==> config.mk <==
export PLATFORM = sky130hd
export DESIGN_NAME = uart_rx_fifo
export DESIGN_NICKNAME = d
export VERILOG_FILES = /design/src/rtl/uart_rx_fifo.sv
export SDC_FILE = /design/constraint.sdc
export NUM_CORES = 1
export LEC_CHECK = 0
export BUFFER_PORTS_ARGS = -buffer_cell sky130_fd_sc_hd__buf_2
export CORE_UTILIZATION = 30
export DETAILED_ROUTE_END_ITERATION = 6
export SYNTH_ARGS = -nofsm -noshare
export SYNTH_HDL_FRONTEND = slang
export SYNTH_SLANG_ARGS = --single-unit
export TNS_END_PERCENT = 5
==> constraint.sdc <==
create_clock -name clk -period 7.05 [get_ports clk]
set_clock_uncertainty 0.15 [all_clocks]
set_input_delay 0.3525 -clock clk [delete_from_list [all_inputs] [get_ports clk]]
set_output_delay 0.3525 -clock clk [all_outputs]
set_load 0.01 [all_outputs]
==> src/rtl/uart_rx_fifo.sv <==
// 8N1 UART receiver with 16x oversampling feeding a first-word-fall-through FIFO.
// Define UART_RX_MAJORITY_EN to decide each bit by 2-of-3 vote over oversample counts 6, 7 and 8.
module uart_rx_fifo #(
  parameter logic [7:0]  BAUD_DIV   = 8'h1A,
  parameter int unsigned FIFO_DEPTH = 16,
  parameter int unsigned FIFO_AW    = 4
) (
  input  logic               clk,
  input  logic               reset,
  input  logic               rxin,
  output logic [7:0]         rx_data,
  output logic               rx_valid,
  input  logic               rx_ready,
  output logic [FIFO_AW:0]   fifo_count,
  output logic               frame_err,
  output logic               overrun,
  output logic [7:0]         Led
);

  typedef enum logic [1:0] {
    S_IDLE  = 2'b00,
    S_START = 2'b01,
    S_DATA  = 2'b10,
    S_STOP  = 2'b11
  } state_t;

  // Terminal count 2*BAUD_DIV+1 is just BAUD_DIV with a 1 appended.
  localparam logic [8:0]       BAUD_TERM = {BAUD_DIV, 1'b1};
  localparam logic [FIFO_AW:0] FULL_CNT  = {1'b1, {FIFO_AW{1'b0}}};

  logic                sync1_q, sync2_q, prev_q;
  state_t              state_q, state_d;
  logic [8:0]          baud_q, baud_d;
  logic [3:0]          os_q, os_d;
  logic [2:0]          idx_q, idx_d;
  logic [7:0]          shift_q, shift_d;
  logic [7:0]          mem_q [FIFO_DEPTH];
  logic [FIFO_AW-1:0]  wr_ptr_q, wr_ptr_d, rd_ptr_q, rd_ptr_d;
  logic [FIFO_AW:0]    count_q, count_d;
  logic [7:0]          led_q, led_d;
  logic                frame_err_q, overrun_q;
  logic                fall_s, tick_s, mid_s, bit_s;
  logic                push_s, ferr_s, pop_s, full_s, wr_en_s, ovr_s;

  assign fall_s = prev_q & ~sync2_q;
  assign tick_s = (baud_q == BAUD_TERM);

`ifdef UART_RX_MAJORITY_EN
  localparam logic [3:0] DECIDE_CNT = 4'd8;
  logic samp6_q, samp7_q;

  function automatic logic maj3(input logic a, input logic b, input logic c);
    return (a & b) | (a & c) | (b & c);
  endfunction

  // Early votes at counts 6 and 7; the third vote is the live sample at count 8.
  always_ff @(posedge clk) begin
    if (reset) begin
      samp6_q <= 1'b0;
      samp7_q <= 1'b0;
    end else begin
      if (tick_s && (os_q == 4'd6)) samp6_q <= sync2_q;
      if (tick_s && (os_q == 4'd7)) samp7_q <= sync2_q;
    end
  end

  assign bit_s = maj3(samp6_q, samp7_q, sync2_q);
`else
  localparam logic [3:0] DECIDE_CNT = 4'd7;
  assign bit_s = sync2_q;
`endif

  assign mid_s = tick_s && (os_q == DECIDE_CNT);

  // Synchronizer and edge-detect history; reset low so a start needs the line seen high first.
  always_ff @(posedge clk) begin
    if (reset) begin
      sync1_q <= 1'b0;
      sync2_q <= 1'b0;
      prev_q  <= 1'b0;
    end else begin
      sync1_q <= rxin;
      sync2_q <= sync1_q;
      prev_q  <= sync2_q;
    end
  end

  // Receiver next-state: baud/oversample counters and frame sequencing.
  always_comb begin
    state_d = state_q;
    baud_d  = baud_q;
    os_d    = os_q;
    idx_d   = idx_q;
    shift_d = shift_q;
    push_s  = 1'b0;
    ferr_s  = 1'b0;

    if (state_q == S_IDLE) begin
      baud_d = 9'd0;
      os_d   = 4'd0;
    end else if (tick_s) begin
      baud_d = 9'd0;
      os_d   = os_q + 4'd1;
    end else begin
      baud_d = baud_q + 9'd1;
    end

    case (state_q)
      S_IDLE: begin
        if (fall_s) state_d = S_START;
        else        state_d = S_IDLE;
      end
      S_START: begin
        if (mid_s && bit_s) begin
          state_d = S_IDLE;
        end else if (mid_s) begin
          state_d = S_DATA;
          idx_d   = 3'd0;
        end else begin
          state_d = S_START;
        end
      end
      S_DATA: begin
        if (mid_s) begin
          shift_d = {bit_s, shift_q[7:1]};
          idx_d   = idx_q + 3'd1;
          if (idx_q == 3'd7) state_d = S_STOP;
          else               state_d = S_DATA;
        end else begin
          state_d = S_DATA;
        end
      end
      S_STOP: begin
        if (mid_s) begin
          state_d = S_IDLE;
          if (bit_s) push_s = 1'b1;
          else       ferr_s = 1'b1;
        end else begin
          state_d = S_STOP;
        end
      end
      default: state_d = S_IDLE;
    endcase
  end

  // FIFO control: a push into a full FIFO survives only when a pop frees the slot that cycle.
  always_comb begin
    pop_s    = rx_ready && (count_q != (FIFO_AW+1)'(0));
    full_s   = (count_q == FULL_CNT);
    wr_en_s  = push_s && (!full_s || pop_s);
    ovr_s    = push_s && full_s && !pop_s;
    wr_ptr_d = wr_en_s ? (wr_ptr_q + FIFO_AW'(1)) : wr_ptr_q;
    rd_ptr_d = pop_s   ? (rd_ptr_q + FIFO_AW'(1)) : rd_ptr_q;
    led_d    = wr_en_s ? shift_q : led_q;
    case ({wr_en_s, pop_s})
      2'b10:   count_d = count_q + (FIFO_AW+1)'(1);
      2'b01:   count_d = count_q - (FIFO_AW+1)'(1);
      default: count_d = count_q;
    endcase
  end

  // State registers for the receiver, FIFO and output pulses.
  always_ff @(posedge clk) begin
    if (reset) begin
      state_q     <= S_IDLE;
      baud_q      <= 9'd0;
      os_q        <= 4'd0;
      idx_q       <= 3'd0;
      shift_q     <= 8'h00;
      mem_q       <= '{default: 8'h00};
      wr_ptr_q    <= FIFO_AW'(0);
      rd_ptr_q    <= FIFO_AW'(0);
      count_q     <= (FIFO_AW+1)'(0);
      led_q       <= 8'h00;
      frame_err_q <= 1'b0;
      overrun_q   <= 1'b0;
    end else begin
      state_q     <= state_d;
      baud_q      <= baud_d;
      os_q        <= os_d;
      idx_q       <= idx_d;
      shift_q     <= shift_d;
      if (wr_en_s) mem_q[wr_ptr_q] <= shift_q;
      wr_ptr_q    <= wr_ptr_d;
      rd_ptr_q    <= rd_ptr_d;
      count_q     <= count_d;
      led_q       <= led_d;
      frame_err_q <= ferr_s;
      overrun_q   <= ovr_s;
    end
  end

  assign rx_data    = mem_q[rd_ptr_q];
  assign rx_valid   = (count_q != (FIFO_AW+1)'(0));
  assign fifo_count = count_q;
  assign frame_err  = frame_err_q;
  assign overrun    = overrun_q;
  assign Led        = led_q;

endmodule

==> run metrics, run 1 <==
status finished clean; Final Max Slew Viols 0; syn_area_per_cell 10.8 um2; Clock power frac 0.429; min-delay worst type in -> reg; # IOs 28; H-tree levels 4; max incr delay on CP roughly 510 ps; CTS tree done; fillers between 2k and 3k; RSZ-0062 raised after global routing no; Logic pwr share 0.098; Final HPWL DP 11.5 mm; overall global routing resource usage 0.132; Worst-path clk slew approximately 70 ps; clock tree buffer depth 2; Critical Path Start Type flop; slowest CP cell or4b_1; Die Width between 150 and 200 um; Hold Slack about 170 ps; placed cell area 0.00884 mm2; post-layout min period 3600 ps; Final Hold Viols 0; Cell Rows slightly above 60; register bit total from synthesis 180; mean routed wirelength per cell 15.6 um; max cap viols 0; r2r worst-path depth 12; GP Congestion ~0.75; cts bufs inserted 17; Finished Core Util 0.340; cell internal pwr ~1.7 mW; YS warnings 0; syn_nets 800; top cells by count, synth dfxtp_1, nand2b_1, mux2i_1, clkbuf_1, mux4_2; First DRT Iteration DRCs approximately 310; WP data arrival about 3700 ps; PnR worst setup slack roughly 3500 ps; total power roughly 2.2 mW; TNS Setup 0 ps; Overflow after GRT 0; worst-skew pair later-pin latency around 440 ps; cell area after layout around 0.0094 mm2; Core Footprint 0.0278 mm2; Die ar. just under 0.03 mm2; # diodes 0; number of synthesized flops with an enable pin 0; vias in the first global route roughly 5.5k; I/O Buffers 27; DRC viols 0; ranking of synthesized cells by area dfxtp_1, mux2i_1, nand2b_1; asr flop ratio synth 0; final setup fails 0; Critical Path Stages 12; Buffers & Inverters on Critical Path 1; Initial DRT Pass Iterations 4; non-filler cells, final around 1.2k; Worst VDD drop roughly 0.00014 V; Distinct cells, synth 50; Largest delay share family, worst path simple AND/OR/NAND/NOR gates; most frequent cell after synthesis dfxtp_1; leakage 4.13 nW; Placed Cells about 1.1k; Initial Util 0.305; worst-margin pin slew 1040 ps; cell count after synthesis ~800; CP Class reg -> reg; Post-Syn Area between 0.008 and 0.009 mm2; largest net degree at the start of global routing 107; CP most frequent cell ha_1; fraction of final layout cells with drive strength greater than 1 0.149; P_sw ~0.57 mW; Setup WS pre-CTS around 3500 ps; clock sinks between 150 and 200; first-pass GRT wire length slightly below 30 mm; CP Capture Type flop; power per cell area 238 mW/mm2; sequential share of power 0.473; DRT Wirelength ~18 mm; post-cts resize count 0; Final period util 0.510; register area share after synthesis 0.425; Post-synth top flop dfxtp_1; cell chain of the critical path ha_1 -> or4b_1 -> nor3_4 -> buf_4 -> nand2_1 -> ha_1 -> xor2_1 -> ha_1 -> nor2b_1 -> o32ai_1 -> mux2i_1 -> o2111ai_1; cell taking the most area after synthesis dfxtp_1; initial antenna violation count 0; Die Height 170 um; DRT antenna net count 0; Vias 5496; Setup Buffers After CTS 0; Final #Nets ~790; Synth top area share 0.425; Vias/cell roughly 4.7; slew margin rel. 0.304; Synth-to-Final Area Change 11.2%; Hold Path Depth 4; data required time at the worst endpoint between 7000 and 8000 ps; Fmax ~280 MHz; Clock Root Buffer clkbuf_16; Max FO, Critical Path 28; sw frac 0.255
-- cells by family after synthesis --
group	share of synthesized area
and+or+nand+nor	0.202
buffers and inverters	0.0386
DFF	0.425
AOI/OAI and AO/OA	0.0460
muxes	0.253
xor gates and xnor gates	0.0165
adders and majority gates	0.0192
-- area by class of cell --
| class | instances | area (um2) | area share |
|---|---|---|---|
| Clock inverter | 12 | 145 | 0.0154 |
| Multi-Input combinational cell | 531 | 4560 | 0.483 |
| Inverter | 8 | 30.0 | 0.00318 |
| Clock buffer | 20 | 447 | 0.0473 |
| Sequential cell | 180 | 3610 | 0.382 |
| Tap cell | 378 | 473 | 0.0501 |
| Timing Repair Buffer | 32 | 178 | 0.0188 |
-- sequential cells by signal (all words and copies together) (netlist names), 2 cells and up --
| register | count |
|---|---|
| rd_ptr_q | 4 |
| Led | 8 |
| idx_q | 3 |
| os_q | 4 |
| state_q | 2 |
| shift_q | 8 |
| wr_ptr_q | 4 |
| fifo_count | 5 |
| baud_q | 9 |
| mem_q | 128 |
-- cell usage in the layout, fill, tap and decap left out, drive strengths merged, types with 15 or more instances in the layout --
| master | count |
|---|---|
| mux2i | 139 |
| nand2b | 141 |
| a21oi | 20 |
| dfxtp | 180 |
| nand2 | 24 |
| clkbuf | 20 |
| buf | 31 |
| mux4 | 32 |
| nand3 | 21 |
| nand4 | 15 |
| nor2 | 25 |
| a22oi | 16 |
-- final timing paths --
kind | slack (ps) | from | to
worst min-delay path | 170 | rx_ready | rd_ptr_q[2]
worst max-delay path | 3450 | baud_q[0] | fifo_count[4]
worst min register to register | 300 | sync1_q | bit_s
worst max register to register | 3450 | baud_q[0] | fifo_count[4]
-- layer usage --
layer  routed length, um  track usage  vias to the layer above
met5                   0            0                        -
met4                 279       0.0470                        0
met3                 496       0.0277                       18
met2                8730        0.218                       70
met1                8550        0.169                     2681
li1                    -            -                     2727
-- timing repair --
item                       in CTS  in global routing
setup endpoints to repair       0                  0
hold endpoints to repair        1                  0
hold buffers                    1                  0
-- power groups by stage --
stage / Clock [mW] / Sequential (mW) / Combinational [mW]
after global placement: 0 / 1.09 / 0.225
after floorplan: 0 / 1.06 / 0.198
final: 0.964 / 1.06 / 0.220
after global routing: 1.03 / 1.07 / 0.244
after CTS: 0.985 / 1.06 / 0.225
after detailed placement: 0 / 1.09 / 0.224
-- worst register-to-register path, cell delays in order, from the launching register on --
cell and delay [ps]:
dfxtp_1 380, ha_1 170, or4b_1 510, nor3_4 170, buf_4 420, nand2_1 170, ha_1 320, xor2_1 180
ha_1 230, nor2b_1 140, o32ai_1 270, mux2i_1 230, o2111ai_1 110
No activity file was read; power rests on OpenSTA's default activity.
==> run 2, diff against run 1 <==
Clock period 7.05 ns to 3.35 ns, I/O delays scaled along.
==> run 2 against run 1 <==
Effect of this change:
- setup slack worse by 3100 ps
- critical path type unchanged
- combinational power up 130%
- sequential power up 110%
- power up 120%
- largest power group unchanged
==> run metrics, run 2 (synthesized netlist as in run 1, its figures left out) <==
Vias 5507 (was 5496); Synth-to-Final Area Change 12.6% (was 11.2%); overall global routing resource usage 0.133 (was 0.132); vias in the first global route 5509 (was 5480); reg2reg end fifo_count[4] (unchanged); First DRT Iteration DRCs 222 (was 312); Multi-input gate area 0.00457 mm2 (was 0.00456 mm2); # diodes 0 (unchanged); Hold Slack 66.6 ps (was 172 ps); Vias/cell 4.71 (was 4.73); CTS tree done (unchanged); min-delay worst type in -> reg (unchanged); CP startpoint fifo_count[0] (was baud_q[0]); Die ar. 0.0290 mm2 (unchanged); Final period util 0.889 (was 0.510); mean routed wirelength per cell 15.5 um (was 15.6 um); Final Max Slew Viols 0 (unchanged); Largest delay share family, worst path simple AND/OR/NAND/NOR gates (unchanged); CP Capture Type flop (unchanged); GP Congestion 0.746 (was 0.748); post-layout min period 2980 ps (was 3600 ps); Top Registers mem_q x128, baud_q x9 (unchanged); Final Hold Viols 0 (unchanged); max cap viols 0 (unchanged); clock tree buffer depth 2 (unchanged); Cell Rows 61 (unchanged); CP Class reg -> reg (unchanged); max incr delay on CP 680 ps (was 510 ps); TNS Setup 0 ps (unchanged); power per cell area 511 mW/mm2 (was 238 mW/mm2); Final #Nets 794 (was 787); worst r2r src fifo_count[0] (was baud_q[0]); Die Height 170 um (unchanged); r2r worst-path depth 10 (was 12); DRT antenna net count 0 (unchanged); most frequent cells in the layout dfxtp_1, nand2b_1, mux2i_1 (unchanged); slowest CP cell or4_1 (was or4b_1); Die Width 170 um (unchanged); Worst-path clk slew 70 ps (about the same); Overflow after GRT 0 (unchanged); WP data arrival 3110 ps (was 3740 ps); most common cell after layout, fill and taps aside dfxtp_1 (unchanged); slew margin rel. 0.388 (was 0.304); fillers 2773 (was 2788); clock sinks 180 (unchanged); PnR worst setup slack 372 ps (was 3450 ps); Reg2Reg Setup Slack 370 ps (was 3450 ps); Fmax 336 MHz (was 278 MHz); Core Footprint 0.0278 mm2 (unchanged); Post-CTS Hold Fix Bufs 2 (was 1); Clock Root Buffer clkbuf_16 (unchanged); Worst VDD drop 0.000288 V (was 0.000141 V); first-pass GRT wire length 29.9 mm (was 29.6 mm); status finished clean (unchanged); final setup fails 0 (unchanged); DRC viols 0 (unchanged); data required time at the worst endpoint 3490 ps (was 7200 ps); Storage cell area 0.00361 mm2 (about the same); worst-margin pin slew 916 ps (was 1040 ps); Biggest register mem_q (unchanged); Setup WS pre-CTS 362 ps (was 3470 ps); cts bufs inserted 17 (unchanged); # IOs 28 (unchanged); Initial DRT Pass Iterations 4 (unchanged); worst-skew pair later-pin latency 430 ps (was 440 ps); initial antenna violation count 0 (unchanged); Critical Path Start Type flop (unchanged); Finished Core Util 0.344 (was 0.340); Max FO, Critical Path 7 (was 28); I/O Buffers 27 (unchanged); non-filler cells, final 1168 (was 1161); H-tree levels 4 (unchanged); DRT Wirelength 18.2 mm (was 18.1 mm); Critical Path Stages 10 (was 12); largest net degree at the start of global routing 74 (was 107); cell chain of the critical path or4_1 -> o21ai_0 -> inv_1 -> ha_1 -> xor2_1 -> ha_2 -> nor2b_1 -> o32ai_2 -> mux2i_1 -> o2111ai_1 (was ha_1 -> or4b_1 -> nor3_4 -> buf_4 -> nand2_1 -> ha_1 -> xor2_1 -> ha_1 -> nor2b_1 -> o32ai_1 -> mux2i_1 -> o2111ai_1); Buffers & Inverters on Critical Path 1 (unchanged); leakage 4.19 nW (was 4.13 nW); Final HPWL DP 11.7 mm (was 11.5 mm); fraction of final layout cells with drive strength greater than 1 0.159 (was 0.149); Initial Util 0.305 (unchanged); critical path endpoint fifo_count[4] (unchanged); post-cts resize count 0 (unchanged); RSZ-0062 raised after global routing no (unchanged); Placed Cells 1134 (was 1128); max FFs per register 128 (unchanged); Setup Buffers After CTS 0 (unchanged)
[run 2: power by group]
part           leakage (nW)  internal [mW]  switching (mW)
Clock                 0.303           1.23           0.890
Sequential             1.45           2.16          0.0832
Combinational          2.44          0.264           0.244
Total                  4.19           3.66            1.22
[run 2: routing by layer]
| metal | up-vias | GRT usage | wire length [um] |
|---|---|---|---|
| li1 | 2729 | - | - |
| met1 | 2709 | 0.172 | 8640 |
| met2 | 49 | 0.223 | 8840 |
| met3 | 20 | 0.0258 | 372 |
| met4 | 0 | 0.0407 | 304 |
| met5 | - | 0 | 0 |
[run 2: cell type report]
class | instances | share of cell area
Clock buffer | 21 | 0.0482
Timing Repair Buffer | 39 | 0.0257
Clock inverter | 11 | 0.0173
Tap cell | 378 | 0.0495
Inverter | 8 | 0.00314
Multi-Input combinational cell | 531 | 0.479
Sequential cell | 180 | 0.378
[run 2: how the worst min path moves through the flow]
stage | endpoint | cells after the start | slack (ps) | start
after floorplan | sync1_q | 1 | 150 | rxin
after global placement | sync1_q | 2 | 230 | rxin
after detailed placement | sync1_q | 2 | 230 | rxin
after CTS | bit_s | 2 | 60 | reset
after global routing | fifo_count[1] | 2 | 110 | reset
final | fifo_count[1] | 2 | 70 | reset
[run 2: through the flow]
stage	area [um2]	power (mW)
final	9550	4.88
after detailed placement	8910	2.81
after global placement	8910	2.82
after floorplan	8530	2.69
after CTS	9550	4.94
after global routing	9550	5.07
[run 2: worst reg2reg max path, stage by stage (launching register included)]
cell and delay, ps:
dfxtp_1 360, or4_1 680, o21ai_0 260, inv_1 90, ha_1 230, xor2_1 150
ha_2 190, nor2b_1 140, o32ai_2 260, mux2i_1 220, o2111ai_1 110
